File: src/rtl/reg_issue_scoreboard_pkg.sv
// Shared constants for the WISC register issue scoreboard.
package reg_issue_scoreboard_pkg;

  localparam int NUM_REGS = 16;
  localparam int REG_ID_W = 4;
  localparam int CNT_MAX  = 3;
  localparam logic [REG_ID_W-1:0] ZERO_REG = 4'd0;

endpackage

File: src/rtl/reg_issue_scoreboard_pending_counter.sv
// One per-register pending-write counter: counts up on issue, down on
// writeback, saturating at both ends, with a flush clear that dominates.
module pending_counter #(
  parameter int CNT_W = 2
) (
  input  logic             clk,
  input  logic             rst_n,
  input  logic             inc,
  input  logic             dec,
  input  logic             clr,
  output logic [CNT_W-1:0] cnt,
  output logic             nonzero
);

  logic [CNT_W-1:0] cnt_q;
  logic [CNT_W-1:0] cnt_d;

  // Next count: clear wins; simultaneous inc and dec cancel out.
  always_comb begin
    cnt_d = cnt_q;
    if (clr) begin
      cnt_d = '0;
    end else if (inc && !dec && (cnt_q != '1)) begin
      cnt_d = cnt_q + CNT_W'(1);
    end else if (dec && !inc && (cnt_q != '0)) begin
      cnt_d = cnt_q - CNT_W'(1);
    end
  end

  // Count register.
  always_ff @(posedge clk or negedge rst_n) begin
    if (!rst_n) begin
      cnt_q <= '0;
    end else begin
      cnt_q <= cnt_d;
    end
  end

  assign cnt     = cnt_q;
  assign nonzero = (cnt_q != '0);

endmodule

File: src/rtl/reg_issue_scoreboard.sv
// Decode-to-register-read issue stage: RAW/overflow hazard detection against
// a per-register pending-write scoreboard, plus the registered IDs that feed
// the register file's read and write decoders.
module reg_issue_scoreboard #(
  parameter int NUM_REGS = reg_issue_scoreboard_pkg::NUM_REGS,
  parameter int CNT_W    = 2
) (
  input  logic                clk,
  input  logic                rst_n,
  input  logic                iss_valid,
  output logic                iss_ready,
  input  logic [3:0]          iss_rs,
  input  logic [3:0]          iss_rt,
  input  logic                iss_rs_used,
  input  logic                iss_rt_used,
  input  logic [3:0]          iss_rd,
  input  logic                iss_rd_wr,
  input  logic                wb_valid,
  input  logic [3:0]          wb_reg,
  input  logic                flush,
  output logic                rd_valid,
  input  logic                rd_ready,
  output logic [3:0]          rd_src1,
  output logic [3:0]          rd_src2,
  output logic [3:0]          rd_dst,
  output logic                rd_dst_wr,
  output logic [NUM_REGS-1:0] busy,
  output logic                sb_err
);

  import reg_issue_scoreboard_pkg::*;

  localparam logic [CNT_W-1:0] CNT_FULL = CNT_W'(CNT_MAX);

  logic [CNT_W-1:0]    cnt_w [NUM_REGS];
  logic [NUM_REGS-1:0] nz_w;
  logic [NUM_REGS-1:0] inc_w;
  logic [NUM_REGS-1:0] dec_w;
  logic [NUM_REGS-1:0] eff_nz_w;

  logic hazard;
  logic accept;

  logic       rd_valid_q, rd_valid_d;
  logic [3:0] rd_src1_q, rd_src1_d;
  logic [3:0] rd_src2_q, rd_src2_d;
  logic [3:0] rd_dst_q, rd_dst_d;
  logic       rd_dst_wr_q, rd_dst_wr_d;
  logic       sb_err_q, sb_err_d;

  // Scoreboard: R0 is hard-wired empty, R1..R15 each get a counter.
  generate
    for (genvar gi = 0; gi < NUM_REGS; gi++) begin : g_reg
      logic wb_hit;
      assign wb_hit = wb_valid && (wb_reg == REG_ID_W'(gi));
      if (gi == 0) begin : g_zero
        assign cnt_w[gi]    = '0;
        assign nz_w[gi]     = 1'b0;
        assign inc_w[gi]    = 1'b0;
        assign dec_w[gi]    = 1'b0;
        assign eff_nz_w[gi] = 1'b0;
      end else begin : g_cnt
        assign inc_w[gi] = accept && iss_rd_wr && (iss_rd == REG_ID_W'(gi));
        // A writeback to an empty register is an error, not a decrement.
        assign dec_w[gi] = !flush && wb_hit && nz_w[gi];
        // Same-cycle writeback is visible to issue (register file bypasses).
        assign eff_nz_w[gi] = nz_w[gi] && !(wb_hit && (cnt_w[gi] == CNT_W'(1)));

        pending_counter #(.CNT_W(CNT_W)) u_cnt (
          .clk     (clk),
          .rst_n   (rst_n),
          .inc     (inc_w[gi]),
          .dec     (dec_w[gi]),
          .clr     (flush),
          .cnt     (cnt_w[gi]),
          .nonzero (nz_w[gi])
        );
      end
    end
  endgenerate

  // Hazard and handshake; deliberately independent of iss_valid.
  always_comb begin
    hazard = 1'b0;
    if (iss_rs_used && eff_nz_w[iss_rs]) hazard = 1'b1;
    if (iss_rt_used && eff_nz_w[iss_rt]) hazard = 1'b1;
    if (iss_rd_wr && (iss_rd != ZERO_REG) && (cnt_w[iss_rd] == CNT_FULL)) hazard = 1'b1;
    iss_ready = !flush && !hazard && (!rd_valid_q || rd_ready);
    accept    = iss_valid && iss_ready;
  end

  // Output pipeline register and sticky error next-state.
  always_comb begin
    rd_valid_d  = rd_valid_q;
    rd_src1_d   = rd_src1_q;
    rd_src2_d   = rd_src2_q;
    rd_dst_d    = rd_dst_q;
    rd_dst_wr_d = rd_dst_wr_q;
    sb_err_d    = sb_err_q;
    if (flush) begin
      rd_valid_d = 1'b0;
    end else begin
      if (accept) begin
        rd_valid_d  = 1'b1;
        rd_src1_d   = iss_rs_used ? iss_rs : ZERO_REG;
        rd_src2_d   = iss_rt_used ? iss_rt : ZERO_REG;
        rd_dst_d    = iss_rd;
        rd_dst_wr_d = iss_rd_wr;
      end else if (rd_ready) begin
        rd_valid_d = 1'b0;
      end
      if (wb_valid && (wb_reg != ZERO_REG) && !nz_w[wb_reg]) begin
        sb_err_d = 1'b1;
      end
    end
  end

  // Output and error registers.
  always_ff @(posedge clk or negedge rst_n) begin
    if (!rst_n) begin
      rd_valid_q  <= 1'b0;
      rd_src1_q   <= '0;
      rd_src2_q   <= '0;
      rd_dst_q    <= '0;
      rd_dst_wr_q <= 1'b0;
      sb_err_q    <= 1'b0;
    end else begin
      rd_valid_q  <= rd_valid_d;
      rd_src1_q   <= rd_src1_d;
      rd_src2_q   <= rd_src2_d;
      rd_dst_q    <= rd_dst_d;
      rd_dst_wr_q <= rd_dst_wr_d;
      sb_err_q    <= sb_err_d;
    end
  end

  assign rd_valid  = rd_valid_q;
  assign rd_src1   = rd_src1_q;
  assign rd_src2   = rd_src2_q;
  assign rd_dst    = rd_dst_q;
  assign rd_dst_wr = rd_dst_wr_q;
  assign busy      = nz_w;
  assign sb_err    = sb_err_q;

endmodule

File: config.mk
export PLATFORM = sky130hd
export DESIGN_NAME = reg_issue_scoreboard
export DESIGN_NICKNAME = d
export VERILOG_FILES = /design/src/rtl/reg_issue_scoreboard_pkg.sv /design/src/rtl/reg_issue_scoreboard_pending_counter.sv /design/src/rtl/reg_issue_scoreboard.sv
export SDC_FILE = /design/constraint.sdc
export NUM_CORES = 1
export LEC_CHECK = 0
export CELL_PAD_IN_SITES_DETAIL_PLACEMENT = 1
export CELL_PAD_IN_SITES_GLOBAL_PLACEMENT = 1
export CORE_ASPECT_RATIO = 0.75
export CORE_MARGIN = 8
export CORE_UTILIZATION = 43
export DETAILED_ROUTE_END_ITERATION = 6
export GPL_TIMING_DRIVEN = 0
export PLACE_DENSITY = 0.9
export SLEW_MARGIN = 20
export SYNTH_ARGS = -nofsm -noshare
export SYNTH_HDL_FRONTEND = slang
export SYNTH_SLANG_ARGS = --single-unit
File: constraint.sdc
create_clock -name clk -period 3.6 [get_ports clk]
set_input_delay 0.54 -clock clk [delete_from_list [all_inputs] [get_ports clk]]
set_output_delay 0.54 -clock clk [all_outputs]
set_load 0.01 [all_outputs]
* Word level (Yosys, flattened, before mapping)
Cells that the tools add are included.
Cells by class: $lt $le $gt $ge 4, add/sub/neg operators 30, muxes and demuxes 62, bitwise gates (word level) 2, reduce and logical (&&, ||, !) cells 245, equality and inequality tests 61
Operator list (count):
- $logic_and A1 B1 Y1 | 160
- $mux W2 | 47
- $eq A4 B4 Y1 const B | 16
- $logic_not A1 Y1 | 49
- $reduce_bool A3 Y1 | 16
- $eq A4 B3 Y1 const B | 8
- $add A2 B1 Y2 const B | 15
- $eq A2 B1 Y1 const B | 15
- $ne A2 B2 Y1 const B | 15
- $reduce_bool A2 Y1 | 15
- $sub A2 B1 Y2 const B | 15
- $eq A4 B2 Y1 const B | 4
- $lt A4 B5 Y1 const B | 3
- $bmux W1 S4 | 3
- $mux W1 | 9
- $bmux W2 S4 | 1
- $eq A4 B1 Y1 const B | 2
- $mux W4 | 2
- $reduce_bool A4 Y1 | 2
- $ge A5 B5 Y1 const B | 1
- $not A4 Y5 | 1
- $reduce_and A2 Y1 | 2
- $eq A2 B2 Y1 const B | 1
- $logic_or A1 B1 Y1 | 1
- $not A1 Y1 | 1
Storage, ports and cells: input port bits 25, register bits 45, output and inout port bits 32, word-level logic and storage cells 425

* Logic depth before layout (Yosys ltp)
depth after elaboration 23, mapped depth 13, mapped depth without buffers 10

* Hierarchy
A second synthesis with hierarchy kept.
Unflattened totals: cell total of the unflattened synthesis 446, area total of the unflattened synthesis 3933.8 um^2
By module, submodules not included:
- reg_issue_scoreboard | sequential area each 375.4 um^2, area each 2038.2 um^2, instances 1, cells an instance 236
- pending_counter | sequential area each 50.0 um^2, area each 126.4 um^2, instances 15, cells an instance 14

* Worst setup path before layout
Ideal clock, no wire load.
path type in2reg, start in wb_valid, end reg g_reg[1].g_cnt.u_cnt.cnt_q[0], setup time 0.128 ns, path buffers 2, data required time 3.472 ns, arrival time 2.775 ns, slack 0.698 ns, stages on the path 10, path through buf_4 nor3b_2 a311oi_1 a2111oi_0 or4_1 nand3_1 buf_6 or4_4 a21oi_1 mux2_1
Between the ends: cells in the longest elaborated chain, start to end 20, elaborated cells on any way between the ends 86, classes of those cells mux: 9; reduce/logical: 77
RTL lines:
- from (decl) | RTL line reg_issue_scoreboard.sv:18 | input logic wb_valid,
- $logic_and A1 B1 Y1 | RTL line reg_issue_scoreboard.sv:55 | assign wb_hit = wb_valid && (wb_reg == REG_ID_W'(gi));
- $logic_and A1 B1 Y1 | RTL line reg_issue_scoreboard.sv:67 | assign eff_nz_w[gi] = nz_w[gi] && !(wb_hit && (cnt_w[gi] == CNT_W'(1)));
- $logic_not A1 Y1 | RTL line reg_issue_scoreboard.sv:67
- $logic_and A1 B1 Y1 | RTL line reg_issue_scoreboard.sv:67
- $bmux W1 S4 | RTL line reg_issue_scoreboard.sv:85 | if (iss_rs_used && eff_nz_w[iss_rs]) hazard = 1'b1;
- $mux W1 (implied by the code) | RTL line reg_issue_scoreboard.sv:85
- $logic_and A1 B1 Y1 | RTL line reg_issue_scoreboard.sv:85
- $mux W1 | RTL line reg_issue_scoreboard.sv:85
- [2 not listed]
- $logic_not A1 Y1 | RTL line reg_issue_scoreboard.sv:88 | iss_ready = !flush && !hazard && (!rd_valid_q || rd_ready);
- $logic_and A1 B1 Y1 (2 in a row) | RTL line reg_issue_scoreboard.sv:88
- $logic_and A1 B1 Y1 | RTL line reg_issue_scoreboard.sv:89 | accept = iss_valid && iss_ready;
- $logic_and A1 B1 Y1 (2 in a row) | RTL line reg_issue_scoreboard.sv:63 | assign inc_w[gi] = accept && iss_rd_wr && (iss_rd == REG_ID_W'(gi));
- $logic_and A1 B1 Y1 / $logic_not A1 Y1 (equally long branches) | RTL line reg_issue_scoreboard_pending_counter.sv:23, reg_issue_scoreboard_pending_counter.sv:25
- $logic_and A1 B1 Y1, on equally long branches | RTL line reg_issue_scoreboard_pending_counter.sv:23, reg_issue_scoreboard_pending_counter.sv:25
- $mux W2 / $logic_and A1 B1 Y1 (equally long branches) | RTL line reg_issue_scoreboard_pending_counter.sv:23, reg_issue_scoreboard_pending_counter.sv:25
- $mux W2 / $reduce_bool A3 Y1 (equally long branches)
- to (signal assigned) | RTL line reg_issue_scoreboard_pending_counter.sv:35 | cnt_q <= cnt_d;
- to (decl) | RTL line reg_issue_scoreboard_pending_counter.sv:15 | logic [CNT_W-1:0] cnt_q;
Parallel ways exist; a longest one is shown, timed or not. The select of a mux whose other input is x is not followed. A chain may end at the register's enable or synchronous reset.

* Worst setup path in the final report
start in wb_reg[1], end out iss_ready
Between the ends: cells in the longest elaborated chain, start to end 14, elaborated cells on any way between the ends 87, classes of those cells eq/ne: 15; mux: 7; reduce/logical: 65
RTL lines:
- from (decl) | RTL line reg_issue_scoreboard.sv:19 | input logic [3:0] wb_reg,
- $eq A4 B1 Y1, or another cell as far along | RTL line reg_issue_scoreboard.sv:55
- $logic_and A1 B1 Y1 | RTL line reg_issue_scoreboard.sv:55
- $logic_and A1 B1 Y1 | RTL line reg_issue_scoreboard.sv:67
- $logic_not A1 Y1 | RTL line reg_issue_scoreboard.sv:67
- $logic_and A1 B1 Y1 | RTL line reg_issue_scoreboard.sv:67
- $bmux W1 S4 | RTL line reg_issue_scoreboard.sv:85
- $mux W1 (implied by the code) | RTL line reg_issue_scoreboard.sv:85
- $logic_and A1 B1 Y1 | RTL line reg_issue_scoreboard.sv:85
- $mux W1 | RTL line reg_issue_scoreboard.sv:85
- $mux W1 (*) | RTL line reg_issue_scoreboard.sv:86 | if (iss_rt_used && eff_nz_w[iss_rt]) hazard = 1'b1;
- $mux W1 (*) | RTL line reg_issue_scoreboard.sv:87 | if (iss_rd_wr && (iss_rd != ZERO_REG) && (cnt_w[iss_rd] == CNT_FULL)) hazard = 1'b1;
- $logic_not A1 Y1 (*) | RTL line reg_issue_scoreboard.sv:88
- $logic_and A1 B1 Y1 (*) (2 in a row) | RTL line reg_issue_scoreboard.sv:88
- to (decl) | RTL line reg_issue_scoreboard.sv:11 | output logic iss_ready,
Mark *: on every way between the ends. The rest lies on a longest branch, timed or not. The select of a mux whose other input is x is not followed.

==> impl_results.md <==
- Fin area: 0.00572 mm^2
- Initial core utilization: 0.444
- Number of placed cells counting well taps: 726
- CP Launch Type: input pin
- DP Area: 0.00530 mm^2
- Initial antenna violation count: 0
- Synth area leaders: dfrtp_1 24%, ha_1 12%, mux2i_1 5.9%
- # port buffers: 51
- Largest net degree at the start of global routing: 25
- Total number of yosys warnings: 0
- Final critical-path share of the clock period: 0.973
- Sequential-to-total area share from yosys stat: 0.244
- Top cell type's share of synthesized area: 0.244
- Mapped Nets: 608
- Avg Vias per Cell: 6.23
- Total GRT Usage: 0.234
- Worst skew pair latency: 300 ps
- DRT iter0 DRCs: 398
- Grt total ovfl: 0
- Num CTS Buffers: 5
- Worst-path clk slew: 70 ps
- Syn_area_per_cell: 8.56 um^2
- Vias in the first global route: 4,744
- Drt pass-1 iters: 5
- Fraction of layout cells with a size suffix above 1: 0.157
- Synth-to-layout area growth: 24.2%
- Total I/O pin count: 57
- Fin crit period: 3500 ps
- # fillers: 1,195
- Status: completed
- Worst slew margin: 0.538
- Overall via count from detail_route: 4,617
- Worst Path Arrival: 2960 ps
- Final Skew: 12.2 ps
- FP Rows: 32
- Crit path kind: input pin to output port
- Post-Syn Area: 0.00461 mm^2
- Global-route wire length before repair: 26,800 um
- Gpl congestion: 0.938
- WL final: 16,900 um
- Max Slew Vio Count: 0
- Most frequent cells in the layout: 53 x inv_1, 46 x nand2_1, 45 x ha_1, 45 x dfrtp_1, 44 x clkdlybuf4s50_1
- CTS sink count: 45
- Worst Path Max Fanout: 10
- Min-Delay Path Class: input pin to async pin
- DRC viols: 0
- Max-cap viol count: 0
- Yosys reg bits: 45
- Nets@finish: 674
- Area of the multi-input gates: 0.00318 mm^2
- Most common cell after layout, fill and taps aside: inv_1
- Routed wire per std cell: 22.8 um
- Die height: 106 um
- Hold Buf Count CTS: 0
- Peak supply drop: 0.132 mV
- DP Wirelength: 12,900 um
- Register Area: 0.00113 mm^2
- Final setup viols: 0
- Die area: 0.0143 mm^2
- PwrDens: 278 mW/mm^2
- Data required, critical path: 3060 ps
- Final Hold Viols: 0
- Worst-Margin Slew: 694 ps
- Fmax: 286 MHz
- Top FF cell, synth: dfrtp_1
- Async SR Flop Fraction: 1.00
- EDFF count, synth: 0
- Netlist cell types: 64
- Pleak: 2.42 nW
- Clock Root Buffer: clkbuf_16
- Routed Antenna Nets: 0
- CTS max path bufs: 2
- Die X-Extent: 136 um
- Mapped Cells: 538
- Non-Filler Instances: 741
- Top cell type by total area after synthesis: dfrtp_1
- CTS tree: yes
- Ant. Diodes: 0
- Worst setup EP type: output port
- H-tree levels: 2
- Floorplan core area: 0.0104 mm^2
-- where the power goes --
group	switching (mW)	total (mW)	internal [mW]
registers	0.0261	0.569	0.543
clock network	0.218	0.615	0.397
logic	0.226	0.405	0.179
-- final timing paths --
path,slack (ps),start,endpoint,cells past startpoint
min reg2reg,490,rd_src1[0]$_DFFE_PN0P_,rd_src1[0]$_DFFE_PN0P_,2
max in group asynchronous,2830,rst_n,g_reg[13].g_cnt.u_cnt.cnt[0]$_DFFE_PN0P_,2
min in group clk,490,rd_src1[0]$_DFFE_PN0P_,rd_src1[0]$_DFFE_PN0P_,2
min,220,rst_n,g_reg[9].g_cnt.u_cnt.cnt[1]$_DFFE_PN0P_,1
max reg2reg,420,g_reg[10].g_cnt.u_cnt.cnt[1]$_DFFE_PN0P_,g_reg[15].g_cnt.u_cnt.cnt[0]$_DFFE_PN0P_,11
max,100,wb_reg[1],iss_ready,10
-- layer usage --
metal | part of all wire | routed length (um) | GRT usage | vias to the layer above
met5 | 0 | 0 | 0 | -
met4 | 0.018 | 311 | 0.0585 | 0
met3 | 0.074 | 1250 | 0.0455 | 32
met2 | 0.47 | 7860 | 0.376 | 201
met1 | 0.44 | 7470 | 0.315 | 2327
li1 | - | - | - | 2057
-- stage by stage --
step / total power, mW / worst slack, ps / hold slack (ps) / utilization / TNS [ps]
finish: 1.59 / 98.7 / 218 / 0.552 / 0
global route: 1.65 / -20.6 / 262 / 0.552 / -24.2
CTS: 1.58 / -84.1 / 239 / 0.538 / -113
detailed placement: 0.960 / -633 / 479 / 0.511 / -11320
global placement: 0.938 / -533 / 467 / 0.510 / -7200
floorplan: 0.765 / 698 / 244 / - / 0
-- repair_timing --
action                     CTS  global route
setup endpoints to repair   15            36
hold endpoints to repair     0             0
resized for setup           14            32
buffers inserted             4             4
pin swaps                    3             5
-- cell type report --
type / instances / share of cell area
buffer: 41 / 0.0481
clock buffer: 5 / 0.0219
clock inverter: 3 / 0.0114
inverter: 53 / 0.0348
multi-input combinational: 398 / 0.555
sequential: 45 / 0.197
tap: 136 / 0.0297
timing repair buffer: 60 / 0.103
-- synth_stat cells (all sizes together), types with 15 or more instances --
cell type,instances
inv,53
nand3,19
buf,27
mux2i,27
dfrtp,45
nor3,17
o21ai,19
a31oi,24
clkbuf,15
ha,45
nor2,36
mux2,15
nand2,46
-- flip-flops by register name (all words and copies together) (netlist names) --
register           cells
g.g_cnt.u_cnt.cnt     30
rd_dst                 4
rd_dst_wr              1
rd_src1                4
rd_src2                4
rd_valid               1
sb_err                 1
-- cell families after synthesis --
logic type      after synthesis  synth area share
other cells                   1          0.000814
mux                          46             0.117
simple gates                205             0.265
fa+ha+maj                    45             0.122
compound gates              101             0.152
buf+inv                      95            0.0986
flops                        45             0.244
-- worst max-delay path, cell delays in order --
cell	delay (ps)
clkdlybuf4s15_1	380
and3b_1	300
buf_2	240
a311oi_2	140
a2111oi_2	360
or4_4	210
nand3_2	110
buf_8	180
nor3_2	180
dlygate4sd2_1	300
Power figures use the tool's default switching activity.
